File: src/rtl/dest_hazard_unit_pkg.sv
// Shared types for the destination/hazard pipeline: register widths, forwarding
// select codes and the per-stage destination record.
package dest_hazard_unit_pkg;

  localparam int REG_W = 5;
  localparam int FWD_W = 2;

  localparam logic [FWD_W-1:0] FWD_RF    = 2'b00;
  localparam logic [FWD_W-1:0] FWD_EXE   = 2'b01;
  localparam logic [FWD_W-1:0] FWD_MEM   = 2'b10;
  localparam logic [FWD_W-1:0] FWD_MEMLD = 2'b11;

  typedef struct packed {
    logic [REG_W-1:0] dest;
    logic             wreg;
    logic             m2reg;
  } stage_t;

  localparam stage_t STAGE_BUBBLE = '{dest: '0, wreg: 1'b0, m2reg: 1'b0};

endpackage

File: src/rtl/dest_hazard_unit_fwd_cmp.sv
// Compares one ID source register against the EX and MEM destination records,
// producing its operand forwarding select and a load-use hit flag.
module dest_fwd_cmp
  import dest_hazard_unit_pkg::*;
(
  input  logic [REG_W-1:0] src_i,
  input  logic             use_i,
  input  stage_t           ex_i,
  input  stage_t           mem_i,
  output logic [FWD_W-1:0] sel_o,
  output logic             load_hit_o
);

  logic ex_match;
  logic mem_match;

  assign ex_match  = ex_i.wreg  && (ex_i.dest  == src_i);
  assign mem_match = mem_i.wreg && (mem_i.dest == src_i);

  // A load in EX has no data yet, so it falls through to the MEM check (stall covers it).
  always_comb begin
    sel_o = FWD_RF;
    if (use_i && (src_i != '0)) begin
      if (ex_match && !ex_i.m2reg) begin
        sel_o = FWD_EXE;
      end else if (mem_match) begin
        sel_o = mem_i.m2reg ? FWD_MEMLD : FWD_MEM;
      end
    end
  end

  assign load_hit_o = use_i && ex_match && ex_i.m2reg && (ex_i.dest != '0);

endmodule

File: src/rtl/dest_hazard_unit.sv
// Carries the ID destination down EX/MEM/WB, derives rs/rt forwarding selects,
// the load-use stall and the register-file write port.
module dest_hazard_unit
  import dest_hazard_unit_pkg::*;
(
  input  logic             clk,
  input  logic             resetn,
  input  logic [REG_W-1:0] id_dest,
  input  logic             id_wreg,
  input  logic             id_m2reg,
  input  logic [REG_W-1:0] id_rs,
  input  logic [REG_W-1:0] id_rt,
  input  logic             id_use_rs,
  input  logic             id_use_rt,
  input  logic             flush,
  output logic             stall,
  output logic [FWD_W-1:0] fwda,
  output logic [FWD_W-1:0] fwdb,
  output logic [REG_W-1:0] wb_dest,
  output logic             wb_wreg
);

  stage_t ex_q, mem_q, wb_q;
  stage_t ex_d;
  logic   hit_rs, hit_rt;

  dest_fwd_cmp u_cmp_rs (
    .src_i      (id_rs),
    .use_i      (id_use_rs),
    .ex_i       (ex_q),
    .mem_i      (mem_q),
    .sel_o      (fwda),
    .load_hit_o (hit_rs)
  );

  dest_fwd_cmp u_cmp_rt (
    .src_i      (id_rt),
    .use_i      (id_use_rt),
    .ex_i       (ex_q),
    .mem_i      (mem_q),
    .sel_o      (fwdb),
    .load_hit_o (hit_rt)
  );

  assign stall = hit_rs || hit_rt;

  // A stalled or squashed ID instruction never enters EX; a bubble takes its slot.
  always_comb begin
    ex_d = STAGE_BUBBLE;
    if (!stall && !flush) begin
      ex_d.dest  = id_dest;
      ex_d.wreg  = id_wreg;
      ex_d.m2reg = id_m2reg;
    end
  end

  always_ff @(posedge clk or negedge resetn) begin
    if (!resetn) begin
      ex_q  <= STAGE_BUBBLE;
      mem_q <= STAGE_BUBBLE;
      wb_q  <= STAGE_BUBBLE;
    end else begin
      ex_q  <= ex_d;
      mem_q <= ex_q;
      wb_q  <= mem_q;
    end
  end

  assign wb_dest = wb_q.dest;
  assign wb_wreg = wb_q.wreg;

endmodule

File: config.mk
export PLATFORM = sky130hd
export DESIGN_NAME = dest_hazard_unit
export DESIGN_NICKNAME = d
export VERILOG_FILES = /design/src/rtl/dest_hazard_unit_pkg.sv /design/src/rtl/dest_hazard_unit_fwd_cmp.sv /design/src/rtl/dest_hazard_unit.sv
export SDC_FILE = /design/constraint.sdc
export NUM_CORES = 1
export LEC_CHECK = 0
export BUFFER_PORTS_ARGS = -buffer_cell sky130_fd_sc_hd__buf_2
export CAP_MARGIN = 20
export CORE_AREA = 10 10 58 60
export CTS_CLUSTER_SIZE = 24
export DETAILED_ROUTE_END_ITERATION = 8
export DIE_AREA = 0 0 68 70
export PLACE_DENSITY = 0.83
export SLEW_MARGIN = 5
export SYNTH_ARGS = -nofsm -noshare
export SYNTH_HDL_FRONTEND = slang
export SYNTH_SLANG_ARGS = --single-unit
File: constraint.sdc
create_clock -name clk -period 2.1 [get_ports clk]
set_clock_uncertainty 0.05 [all_clocks]
set_input_delay 0.63 -clock clk [delete_from_list [all_inputs] [get_ports clk]]
set_output_delay 0.63 -clock clk [all_outputs]
set_load 0.03 [all_outputs]
==> metrics.txt, run 1 <==
outcome=finished, violations left; failing checks=negative setup slack; total global routing overflow=0; crit share post-route=122.6%; total track usage=11.00%; vias=824; CP Cell Sequence=xnor2_1, nand4_1, or4b_4, o22ai_2, buf_6; leading area contributor after synthesis=dfrtp_1; pin count of the biggest net entering global routing=21; Critical Path Fanout Max=4; Primary FF master, synth=dfrtp_1; Worst Path Buf+Inv=1; antenna violations before repair=0; vias in the first global route=950; CP Capture Type=output pin; clk sinks=20; Worst slew margin=71.25%; Mapped Cells=74; Core Util, Final=62.71%; Synth Warn #=0; post-synthesis sequential area ratio=53.98%; post-route setup TNS=-2.144 ns; layout cell share with drive strength beyond 1=59.09%; leak pwr=0.6848 nW; Least-Margin Pin Slew=0.4312 ns; clk slew on worst S/H paths=0.11 ns; synthesized net count=96; Slew Viols, Final=0; max-cap violation count=0; Total Wirelength=2660 µm; Routed Antenna Nets=0; TritonCTS clock tree=done; ant diodes=0; number of synthesized flops with an enable pin=0; Worst path max stage delay=0.51 ns; clk buf depth=2; syn avg cell area=12.53 µm²; met1 Track Usage GR=11.95%; final hold violation count=0; DR vias/cell=5.086; die height=70 µm; most common cell after layout, fill and taps aside=buf_2; Hold Crit Class=in -> async; Clk pwr share=27.4%; Hold WS=0.1972 ns; final number of setup-violating endpoints=5; Worst Path Arrival=1.89 ns; kind of critical path=reg -> out; RSZ-0062 raised after global routing=true; r2r startpoint=ex_q[6]$_DFF_PN0_; die width=68 µm; # IOs=33; Routed wire per std cell=16.42 µm; dpl ws=-0.4892 ns; synth top area cells=dfrtp_1, xnor2_1, xor2_1; worst vdd ir=0.3941 mV; Yosys cell types=22; H-tree levels=1; Worst EP required=1.42 ns; most crowded layer after global routing=met2; global placement routability congestion=0.8381; final setup margin=-0.4747 ns; pwr dens=562.8 nW/µm²; ys async rst share=100.0%; Starting Density=39.58%; Post-Syn Area=927.1 µm²; total CTS buffers=3; root buffer cell=clkbuf_4; Reg power frac=51.0%; share of the synthesized area in the top cell type=53.98%; Seq cells post-synth=20; Worst setup SP type=flop; commonest non-fill, non-tap cells in the layout=buf_2, buf_4, dfrtp_1, xor2_1; part of the power in combinational logic=21.6%; first-pass GRT wire length=4140 µm; clk_lat worst skew=0.30 ns; Rows=18; hpwl dp=2045 µm; Critical Path Source=ex_q[3]$_DFF_PN0_; Crit path max-delay family=simple AND/OR/NAND/NOR gates; P_int=0.0006010 W; hold_buf cts=0; P&R area growth vs syn=58.43%; grt met2 use=19.05%; Starting DRT DRC Count=24; met3 GRT Util=4.306%; Final min period=2.575 ns; DIE AREA=4760 µm²; Post-route DRC=0; First-pass DRT Iterations=4; Net Sw Power=0.0002258 W; Net Sw Frac=27.31%; Crit-path slowest cell=or4b_4; fmax=388.4 MHz; fin nets=155; placeable core area=2342 µm²; PortBufs=32
metal layers:
layer  routed length [µm]  part of all wire [%]
met1                 1051                    40
met2                 1355                    51
met3                  224                   8.4
met4                   28                   1.1
met5                    0                     0
synthesized netlist by cell type (2+ instances only):
library cell	number
dfrtp_1	20
nand3_1	3
nand4_1	2
nand4b_1	2
nor2_1	2
nor4_1	2
nor4_2	2
nor4b_1	7
o21ai_0	2
or4_1	2
xnor2_1	11
xor2_1	9
power by group through the flow:
stage | logic [W] | clock network (W) | registers (W)
floorplan | 0.0000583 | 0 | 0.000439
global placement | 0.000148 | 0 | 0.000428
detailed placement | 0.000153 | 0 | 0.000429
CTS | 0.000163 | 0.000226 | 0.000421
global route | 0.000194 | 0.000236 | 0.000424
finish | 0.000179 | 0.000227 | 0.000421
final timing paths:
path,to,cells past startpoint,slack (ns)
hold / removal,wb_dest[1]$_DFF_PN0_,1,0.20
min in group clk,wb_wreg$_DFF_PN0_,0,0.38
setup / recovery,fwda[0],5,-0.47
setup reg to reg,ex_q[6]$_DFF_PN0_,5,0.29
hold reg to reg,wb_wreg$_DFF_PN0_,0,0.38
max in group asynchronous,ex_q[2]$_DFF_PN0_,1,1.48
metrics by stage:
step	total power [W]	area, µm²	std cells
global placement	0.0005756	1299	155
detailed placement	0.0005817	1299	155
finish	0.0008267	1469	162
floorplan	0.0004974	958.4	74
CTS	0.0008104	1409	161
global route	0.0008536	1469	162
cells by family after synthesis:
logic type	after synthesis	share of synthesized area [%]
and+or+nand+nor	29	24.02
xor gates and xnor gates	20	18.89
DFF	20	53.98
AOI/OAI and AO/OA	4	2.700
buffers and inverters	1	0.4045
sequential cells by signal, indices dropped and copies added, names as in the netlist:
signal   count
mem_q        7
wb_dest      5
ex_q         7
wb_wreg      1
layout make-up:
type                    count  area, µm²
fillers                   191      873.3
inverters                   1      3.754
multi-input cells          53      520.5
well taps                  30      37.54
clock buffers               4      36.28
repair buffers             54      369.1
flip-flops and latches     20      501.7
timing repair:
action | 4_1_cts | 5_1_grt
gates resized for setup | 18 | 8
pin swaps | 8 | 5
endpoints found under the setup margin | 5 | 5
cloned | 0 | 0
buffers inserted | 2 | 1
Note: power is estimated with default switching activity, not from simulation.
==> run 2: changes to the inputs <==
--- a/config.mk
+++ b/config.mk
@@ -7,12 +7,14 @@
 export LEC_CHECK = 0
 export BUFFER_PORTS_ARGS = -buffer_cell sky130_fd_sc_hd__buf_2
 export CAP_MARGIN = 20
-export CORE_AREA = 10 10 58 60
+export CORE_AREA = 10 10 59 61
 export CTS_CLUSTER_SIZE = 24
 export DETAILED_ROUTE_END_ITERATION = 8
-export DIE_AREA = 0 0 68 70
-export PLACE_DENSITY = 0.83
+export DIE_AREA = 0 0 69 71
+export GPL_ROUTABILITY_DRIVEN = 0
+export PLACE_DENSITY = 0.82
 export SLEW_MARGIN = 5
 export SYNTH_ARGS = -nofsm -noshare
 export SYNTH_HDL_FRONTEND = slang
+export SYNTH_HIERARCHICAL = 1
 export SYNTH_SLANG_ARGS = --single-unit
==> run 2 against run 1 <==
The run still ends with negative setup slack left. Global-route usage fell by 0.36 points. Utilization barely moved. Worst setup slack got worse by 0.010 ns. Sequential share of layout area fell by 0.57 points. Clock-buffer cell count fell by 1. Flip-flop and latch count did not move. Design area rose by 2.0%. Non-clock buffer count fell by 2. Maximum frequency fell by 0.40%. Clock power fell by 23%. First-iteration DRC count rose to 2.5 times the previous value. Largest cell class unchanged. Highest routed layer unchanged.
==> metrics.txt, run 2 <==
commonest non-fill, non-tap cells in the layout=buf_2, buf_4, dfrtp_1, xor2_1, buf_6; # fillers=201; fin nets=163; Rows=18; number of synthesized flops with an enable pin=0; total track usage=10.64%; ant diodes=0; pin count of the biggest net entering global routing=21; hold_buf cts=0; most common cell after layout, fill and taps aside=buf_2; layout cell share with drive strength beyond 1=55.40%; synthesized net count=108; H-tree levels=1; clk sinks=20; hpwl dp=2048 µm; Least-Margin Pin Slew=0.4992 ns; P&R area growth vs syn=54.25%; first-pass GRT wire length=4519 µm; DIE AREA=4899 µm²; Slew Viols, Final=0; DR vias/cell=5.243; crit share post-route=123.1%; ys async rst share=100.0%; root buffer cell=clkbuf_4; fmax=386.9 MHz; RSZ-0062 raised after global routing=true; Total Wirelength=2741 µm; total CTS buffers=3; synth top area cells=dfrtp_1, xor2_1, nor4b_1; clk buf depth=2; pwr dens=507.7 nW/µm²; leak pwr=0.6837 nW; Worst path max stage delay=0.58 ns; Crit-path slowest cell=or4_4; Yosys cell types=22; Final min period=2.585 ns; die width=69 µm; vias=886; kind of critical path=in -> out; Post-synth top cells=dfrtp_1, xor2_1, inv_1, nor4b_1; max-cap violation count=0; r2r startpoint=ex_q[5]$_DFF_PN0_; share of the synthesized area in the top cell type=51.55%; Routed Antenna Nets=0; Hold Crit Class=in -> async; Critical Path Fanout Max=3; final setup margin=-0.4850 ns; post-route setup TNS=-2.309 ns; Worst setup SP type=primary input; Seq cells post-synth=20; First-pass DRT Iterations=4; clk slew on worst S/H paths=0.11 ns; Worst EP required=1.42 ns; antenna violations before repair=0; die height=71 µm; Worst Path Arrival=1.90 ns; clk_lat worst skew=0.30 ns; Layout Cells excl Fill=169; PortBufs=32; failing checks=negative setup slack; worst vdd ir=0.3491 mV; outcome=finished, violations left; TritonCTS clock tree=done; count leader, synth=dfrtp_1; final hold violation count=0; # IOs=33; Starting Density=40.67%; Post-route DRC=0; Hold WS=0.2080 ns; placeable core area=2387 µm²; CP Cell Sequence=buf_6, xor2_1, or4_4, o32ai_4, buf_6; most frequent CP cell=buf_6; Worst slew margin=66.69%; leading area contributor after synthesis=dfrtp_1; Synth Warn #=6; final number of setup-violating endpoints=5; CP Capture Type=output pin; Post-Syn Area=970.9 µm²; placed cell count=158; Critical Path Source=id_rs[4]; total global routing overflow=0; Mapped Cells=86; vias in the first global route=1013; Starting DRT DRC Count=60; Routed wire per std cell=16.22 µm; syn avg cell area=11.29 µm²; Primary FF master, synth=dfrtp_1; post-synthesis sequential area ratio=51.55%
## run 2: cell types whose count changed in the layout (fill, tap and decap cells not counted), sizes merged, moves of 2 or more
cell | before | now
a22oi | 0 | 2
buf | 54 | 52
inv | 1 | 8
nand2 | 1 | 4
nand4 | 2 | 0
nor3 | 0 | 2
nor3b | 0 | 2
nor4 | 4 | 2
o2111ai | 0 | 2
o211ai | 0 | 2
o2bb2ai | 0 | 2
xnor2 | 11 | 2
xor2 | 9 | 12
## run 2: through the flow
| stage | util [%] | instance area (µm²) | total power (W) | worst slack, ns |
|---|---|---|---|---|
| after CTS | 60.90 | 1454 | 0.0007558 | -0.5003 |
| after global placement | 54.30 | 1296 | 0.0005572 | -0.5205 |
| after floorplan | - | 1021 | 0.0004917 | -0.3083 |
| final | 62.74 | 1498 | 0.0007604 | -0.4850 |
| after global routing | 62.74 | 1498 | 0.0007945 | -0.5540 |
| after detailed placement | 54.30 | 1296 | 0.0005627 | -0.5520 |
## run 2: path summary, 6_finish.rpt
check	cells past startpoint	slack, ns	to
max	5	-0.48	fwda[0]
min	1	0.21	mem_q[1]$_DFF_PN0_
max reg2reg	6	0.16	ex_q[5]$_DFF_PN0_
min reg2reg	0	0.39	wb_wreg$_DFF_PN0_
max in group asynchronous	1	1.45	ex_q[6]$_DFF_PN0_
min in group clk	0	0.39	wb_wreg$_DFF_PN0_
## run 2: power breakdown
group / total, W / switching [W] / internal [W]
combinational: 0.000163 / 0.0000842 / 0.0000786
sequential: 0.000422 / 0.0000175 / 0.000405
clock: 0.000175 / 0.000108 / 0.0000667
## run 2: worst max-delay path: cells and delay by family
family / cells / cell delay, ns
buf+inv: 2 / 0.27
simple gates: 1 / 0.58
xor+xnor: 1 / 0.15
compound gates: 1 / 0.28
## run 2: cell families after synthesis
| logic type | after synthesis | synth area share [%] |
|---|---|---|
| AO/OA/AOI/OAI | 12 | 11.08 |
| AND/OR/NAND/NOR | 30 | 20.62 |
| flip-flops | 20 | 51.55 |
| buffers and inverters | 10 | 4.124 |
| XOR/XNOR | 14 | 12.63 |
## run 2: metal layers
layer  GRT usage [%]  wire, µm
met5               0         0
met3           3.068       182
met1           11.93      1055
met4           4.251        67
met2           18.50      1436
## run 2: layout make-up
cell class                      count  area, µm²  area share [%]
Sequential cell                    20      503.0           33.58
Clock buffer                        3      22.52           1.504
Inverter                            8      30.03           2.005
Timing Repair Buffer               52      376.6           25.15
Multi-Input combinational cell     56      528.0           35.25
Tap cell                           30      37.54           2.506
## run 2: repair_timing
item / CTS / global route
endpoints found under the hold margin: 0 / 0
endpoints found under the setup margin: 5 / 11
pin swaps: 13 / 2
resized for setup: 25 / 12
buffers inserted: 8 / 0
